--- src/rtl/bsg_lru_pseudo_tree_decode_pkg.sv ---
// Shared helpers for the pseudo-LRU tree decoder: the default way count and
// the node-to-level mapping of the heap-numbered tree.
`ifndef BSG_SAFE_CLOG2
`define BSG_SAFE_CLOG2(x) (((x) <= 1) ? 1 : $clog2(x))
`endif

package bsg_lru_pseudo_tree_decode_pkg;

  localparam int lru_default_ways_p = 8;

  // Level of a heap-numbered node: nodes 2^L-1 .. 2^(L+1)-2 live on level L.
  function automatic int lru_node_level(input int node);
    return $clog2(node + 2) - 1;
  endfunction

  // First node index on a given level.
  function automatic int lru_level_base(input int level);
    return (1 << level) - 1;
  endfunction

endpackage

--- src/rtl/bsg_lru_pseudo_tree_decode_comb.sv ---
// Combinational pseudo-LRU tree update decoder: marks the root-to-leaf path of
// the accessed way and points every path node away from that way.
`ifndef BSG_SAFE_CLOG2
`define BSG_SAFE_CLOG2(x) (((x) <= 1) ? 1 : $clog2(x))
`endif

module bsg_lru_pseudo_tree_decode_comb
  import bsg_lru_pseudo_tree_decode_pkg::*;
  #(parameter int ways_p = lru_default_ways_p
   ,localparam int lg_ways_lp = `BSG_SAFE_CLOG2(ways_p))
  (input  logic [lg_ways_lp-1:0] way_id_i
  ,output logic [ways_p-2:0]     data_o
  ,output logic [ways_p-2:0]     mask_o
  );

  // A node at level L is on the path when the top L way bits, read as an
  // index into that level, select it; the next way bit is the branch taken.
  for (genvar i = 0; i < ways_p-1; i++) begin : node
    localparam int level_lp  = lru_node_level(i);
    localparam int offset_lp = i - lru_level_base(level_lp);
    localparam int shift_lp  = lg_ways_lp - level_lp;

    logic on_path;

    assign on_path   = ((way_id_i >> shift_lp) == lg_ways_lp'(offset_lp));
    assign mask_o[i] = on_path;
    assign data_o[i] = on_path & ~way_id_i[lg_ways_lp-1-level_lp];
  end

endmodule

--- src/rtl/bsg_lru_pseudo_tree_decode.sv ---
// Registered pseudo-LRU tree update decoder: one-cycle latency, accepts a new
// way every cycle, and clears data/mask on idle cycles so no stale write leaks.
`ifndef BSG_SAFE_CLOG2
`define BSG_SAFE_CLOG2(x) (((x) <= 1) ? 1 : $clog2(x))
`endif

module bsg_lru_pseudo_tree_decode
  import bsg_lru_pseudo_tree_decode_pkg::*;
  #(parameter int ways_p = lru_default_ways_p
   ,localparam int lg_ways_lp = `BSG_SAFE_CLOG2(ways_p))
  (input  logic                  clk_i
  ,input  logic                  reset_n_i
  ,input  logic                  v_i
  ,input  logic [lg_ways_lp-1:0] way_id_i
  ,output logic                  v_o
  ,output logic [ways_p-2:0]     data_o
  ,output logic [ways_p-2:0]     mask_o
  );

  logic [ways_p-2:0] data_n;
  logic [ways_p-2:0] mask_n;

  bsg_lru_pseudo_tree_decode_comb #(.ways_p(ways_p)) decode (
    .way_id_i (way_id_i),
    .data_o   (data_n),
    .mask_o   (mask_n)
  );

  // Idle cycles load zeros rather than holding, so a downstream writer that
  // ignores v_o still never re-applies an old mask.
  always_ff @(posedge clk_i or negedge reset_n_i) begin
    if (!reset_n_i) begin
      v_o    <= 1'b0;
      data_o <= '0;
      mask_o <= '0;
    end else begin
      v_o    <= v_i;
      data_o <= v_i ? data_n : '0;
      mask_o <= v_i ? mask_n : '0;
    end
  end

endmodule

--- config.mk ---
export PLATFORM = sky130hd
export DESIGN_NAME = bsg_lru_pseudo_tree_decode
export DESIGN_NICKNAME = d
export VERILOG_FILES = /design/src/rtl/bsg_lru_pseudo_tree_decode_pkg.sv /design/src/rtl/bsg_lru_pseudo_tree_decode_comb.sv /design/src/rtl/bsg_lru_pseudo_tree_decode.sv
export SDC_FILE = /design/constraint.sdc
export NUM_CORES = 1
export LEC_CHECK = 0
export ABC_AREA = 1
export BUFFER_PORTS_ARGS = -buffer_cell sky130_fd_sc_hd__buf_2
export CAP_MARGIN = 20
export CORE_AREA = 4 4 41 43
export CTS_CLUSTER_DIAMETER = 150
export DETAILED_ROUTE_END_ITERATION = 16
export DIE_AREA = 0 0 45 47
export PLACE_DENSITY = 0.64
export SLEW_MARGIN = 40
export SYNTH_ARGS = -nofsm -noshare
export SYNTH_HDL_FRONTEND = slang
export SYNTH_SLANG_ARGS = --single-unit
export TNS_END_PERCENT = 10
--- constraint.sdc ---
create_clock -name clk_i -period 0.9 [get_ports clk_i]
set_clock_uncertainty 0.05 [all_clocks]
set_input_delay 0.09 -clock clk_i [delete_from_list [all_inputs] [get_ports clk_i]]
set_output_delay 0.09 -clock clk_i [all_outputs]
set_load 0.02 [all_outputs]
== After elaboration in Yosys (flattened, before gate mapping) ==
Index checks and enable logic that the tools add are counted.
Storage, ports and cells
  register bits after elaboration: 15
  input port bits: 6
  output and inout port bits: 15
  logic and storage cells: 19
Operators by class
  equality and inequality tests: 3
  multiplexer cells: 2
  bitwise gates (word level): 9
  reduce and logical (&&, ||, !) cells: 2
Operators by type and width (number)
  $mux W7: 2
  $and A1 B1 Y1: 6
  $logic_not A3 Y1: 2
  $eq A2 B2 Y1 const B: 2
  $not A1 Y1: 3
  $eq A2 B1 Y1 const B: 1

== Logic depth before layout (Yosys ltp) ==
  depth after elaboration: 3
  gate-level depth with buffers: 3
  depth with buffers taken out: 3

== Modules after synthesis ==
From an unflattened synthesis, not the netlist that was laid out.
Second synthesis, totals
  cells, all modules: 69
  area, all modules: 623.1 um^2
By module, submodules not included
  bsg_lru_pseudo_tree_decode: instances 1, cells each 44, area each 491.7 um^2
  bsg_lru_pseudo_tree_decode_comb: instances 1, cells each 25, area each 131.4 um^2

== Worst setup path before layout ==
No wires, ideal clock.
  kind: register to output
  start: register mask_o[0]
  end: output port mask_o[0]
  data arrival time: 0.613 ns
  required time: 0.760 ns
  setup slack: 0.147 ns
  cell stages (with the launch flop): 2
  path buffers: 1
  cells stage by stage: dfrtp_1 -> buf_4
RTL lines
  start, declared: line bsg_lru_pseudo_tree_decode.sv:17  | ,output logic [ways_p-2:0] mask_o
  start signal, assigned: line bsg_lru_pseudo_tree_decode.sv:39  | mask_o <= v_i ? mask_n : '0;
No word-level cell between the ends.

==> out/qor.json <==
{
  "setup-violations-final": {"value": 15},
  "run_status": {"value": "finished, violations left"},
  "post_route_cells_drive_above_1_share": {"value": 46.43, "unit": "%"},
  "synth.top_cells.by_area": {"value": "sky130_fd_sc_hd__dfrtp_1, sky130_fd_sc_hd__buf_4, sky130_fd_sc_hd__inv_1"},
  "die_boundary_height": {"value": 47, "unit": "um"},
  "yosysSeqAreaShare": {"value": 71.43, "unit": "%"},
  "timing_hold_violations_final": {"value": 0},
  "setup_total_negative_slack": {"value": -0.2950, "unit": "ns"},
  "sequential_cell_area": {"value": 275.3, "unit": "sq um"},
  "htree_num_levels": {"value": 1},
  "critical-path-slowest-cell": {"value": "sky130_fd_sc_hd__dfrtp_1"},
  "failing_checks": {"value": "setup timing"},
  "multiInputGateArea": {"value": 57.56, "unit": "sq um"},
  "die-area": {"value": 0.002115, "unit": "sq mm"},
  "tightestPinTransition": {"value": 0.2325, "unit": "ns"},
  "vdd_ir_drop_max": {"value": 741.0, "unit": "uV"},
  "viasPerCell": {"value": 3.930},
  "timing_max_transition_violations_final": {"value": 0},
  "count_of_standard_cell_rows": {"value": 13},
  "crit_path_cell_trace": {"value": "buf_2"},
  "sum_of_net_half_perimeters_after_detailed_placement": {"value": 543.9, "unit": "um"},
  "area.growth.synth_to_final": {"value": 41.88, "unit": "%"},
  "route.antenna.remaining_nets": {"value": 0},
  "portion_of_total_power_attributed_to_combinational_logic": {"value": 12.9, "unit": "%"},
  "synth_top_area_cell": {"value": "sky130_fd_sc_hd__dfrtp_1"},
  "post-route-period-util": {"value": 103.8, "unit": "%"},
  "synthesis.area_per_instance": {"value": 12.04, "unit": "sq um"},
  "worst_setup_path_start_kind": {"value": "register"},
  "wl": {"value": 750, "unit": "um"},
  "cts-root-buf": {"value": "sky130_fd_sc_hd__clkbuf_4"},
  "layout_commonest_cell": {"value": "sky130_fd_sc_hd__buf_2"},
  "post-synth-top-area-fraction": {"value": 71.43, "unit": "%"},
  "grt.overflow.total": {"value": 0},
  "cp_top_family": {"value": "flip-flops"},
  "hold_depth": {"value": 2},
  "numPortBuffers": {"value": 20},
  "number_of_global_route_vias_before_repair": {"value": 288},
  "detailroute.via_count": {"value": 279},
  "critical_path.endpoint_type": {"value": "output pin"},
  "worst_ep_required_time": {"value": 0.76, "unit": "ns"},
  "reported_max_cap_violation_count": {"value": 0},
  "gpl.final_weighted_congestion": {"value": 0.6284},
  "routedWlPerCell": {"value": 10.56, "unit": "um"},
  "core_area": {"value": 0.001301, "unit": "sq mm"},
  "worstSetupPathType": {"value": "register to output pin"},
  "post_syn_area": {"value": 385.4, "unit": "sq um"},
  "drc": {"value": 0},
  "timing.critical_path.depth": {"value": 1},
  "clock_sink_count": {"value": 11},
  "first_pass_iters": {"value": 1},
  "cts_buffer_depth": {"value": 2},
  "worst-path-buf-inv": {"value": 1},
  "achievable-frequency": {"value": 1071, "unit": "MHz"},
  "holdCritPathClass": {"value": "primary input to register"},
  "grtUsageTotal": {"value": 9.558, "unit": "%"},
  "maximum_number_of_pins_on_one_net_before_global_route_repair": {"value": 12},
  "slew_headroom": {"value": 84.50, "unit": "%"},
  "internal_power": {"value": 0.7290, "unit": "mW"},
  "placedCellCount": {"value": 63},
  "fillCellCount": {"value": 137},
  "p_per_area": {"value": 1766, "unit": "mW/mm^2"},
  "synth_warnings": {"value": 0},
  "pre_cts_ws": {"value": 0.2474, "unit": "ns"},
  "die_x": {"value": 45, "unit": "um"},
  "netSwitchingPower": {"value": 0.2368, "unit": "mW"},
  "antenna_cells": {"value": 0},
  "design.portCount": {"value": 21},
  "setup_repair_after_global_routing_missed_its_margin": {"value": "yes"},
  "crit_path_max_incr_delay": {"value": 0.38, "unit": "ns"},
  "fin_cells": {"value": 71},
  "starting_density": {"value": 29.62, "unit": "%"},
  "synth_cell_type_count": {"value": 8},
  "totalPowerFinal": {"value": 0.9658, "unit": "mW"},
  "layout.nets": {"value": 63},
  "initialDrtViolationCount": {"value": 0},
  "cellLeakagePower": {"value": 0.3366, "unit": "nW"},
  "timing.critical_path.fanout_max": {"value": 2},
  "crit_arrival": {"value": 0.79, "unit": "ns"},
  "cts_buffers": {"value": 3},
  "portion_of_total_power_attributed_to_sequential_cells": {"value": 53.6, "unit": "%"},
  "cell_count_after_synthesis": {"value": 32},
  "wire_length_of_the_first_global_routing_pass": {"value": 1311, "unit": "um"},
  "path_clk_slew": {"value": 0.07, "unit": "ns"},
  "postSynthNetCount": {"value": 38},
  "antenna_found_initial": {"value": 0},
  "power_switching_share": {"value": 24.52, "unit": "%"},
  "post-route-min-period": {"value": 0.9338, "unit": "ns"},
  "flop_and_latch_count_out_of_synthesis": {"value": 11},
  "power_frac_clock": {"value": 33.4, "unit": "%"},
  "final_cell_mix": {"value": "sky130_fd_sc_hd__buf_2, sky130_fd_sc_hd__dfrtp_1, sky130_fd_sc_hd__inv_1, sky130_fd_sc_hd__nor2_1, sky130_fd_sc_hd__dlygate4sd3_1"},
  "cts_tree": {"value": "built"},
  "postLayoutSetupSlackWorst": {"value": -0.03382, "unit": "ns"}
}
## cell type report
type / instances / share of cell area (%)
Tap cell: 15 / 3.432
Inverter: 6 / 4.119
Multi-Input combinational cell: 11 / 10.53
Sequential cell: 11 / 50.34
Clock buffer: 4 / 4.805
Timing Repair Buffer: 24 / 26.77
## path summary, 6_finish.rpt
kind,slack (ns),startpoint,to
min in group asynchronous,0.18,reset_n_i,data_o[5]
worst min-delay path,0.004,way_id_i[1],data_o[5]
worst max-delay path,-0.03,data_o[2],mask_o[5]
max in group asynchronous,0.43,reset_n_i,data_o[4]
## stage by stage
stage / utilization (%) / cell area, sq um / hold WS [ns]
CTS: 41.54 / 540.5 / 0.002714
floorplan: - / 385.4 / -0.2556
detailed placement: 36.44 / 474.2 / -0.07986
finish: 42.02 / 546.8 / 0.004458
global placement: 36.44 / 474.2 / -0.08735
global route: 42.02 / 546.8 / 0.01517
## power by group through the flow
stage               Clock (mW)  Sequential [mW]  Combinational (mW)
floorplan                    0            0.553              0.0393
global placement             0            0.526               0.111
detailed placement           0            0.527               0.114
CTS                      0.336            0.518               0.126
global route             0.364            0.520               0.137
finish                   0.323            0.518               0.125
## kinds of logic (layout without fill, tap and decap cells)
kind of cell / after synthesis / in the layout / synth area share (%)
AND/OR/NAND/NOR: 11 / 11 / 14.93
flip-flops: 11 / 11 / 71.43
buffers and inverters: 10 / 34 / 13.64
## repair_timing
item                                    CTS  global route
setup buffers                             0             0
endpoints found under the setup margin   15            16
pin swaps                                 0             0
hold buffers                              4             0
resized for setup                         0             2
hold endpoints to repair                 16             0
## flip-flops by register name, indices dropped and copies added, names as in the netlist
name	cells
data_o	6
mask_o	5
## synth_stat cells (all sizes together)
cell   number
dfrtp      11
nand3       1
nand2       2
inv         6
nor2        6
buf         4
nor3        2
## metal layers
metal | up-vias | track usage (%) | part of all wire, %
li1 | 137 | - | -
met1 | 126 | 10.02 | 38
met2 | 14 | 14.41 | 49
met3 | 2 | 3.065 | 12
met4 | 0 | 10.53 | 1.3
met5 | - | 0 | 0
Power figures use the tool's default switching activity.
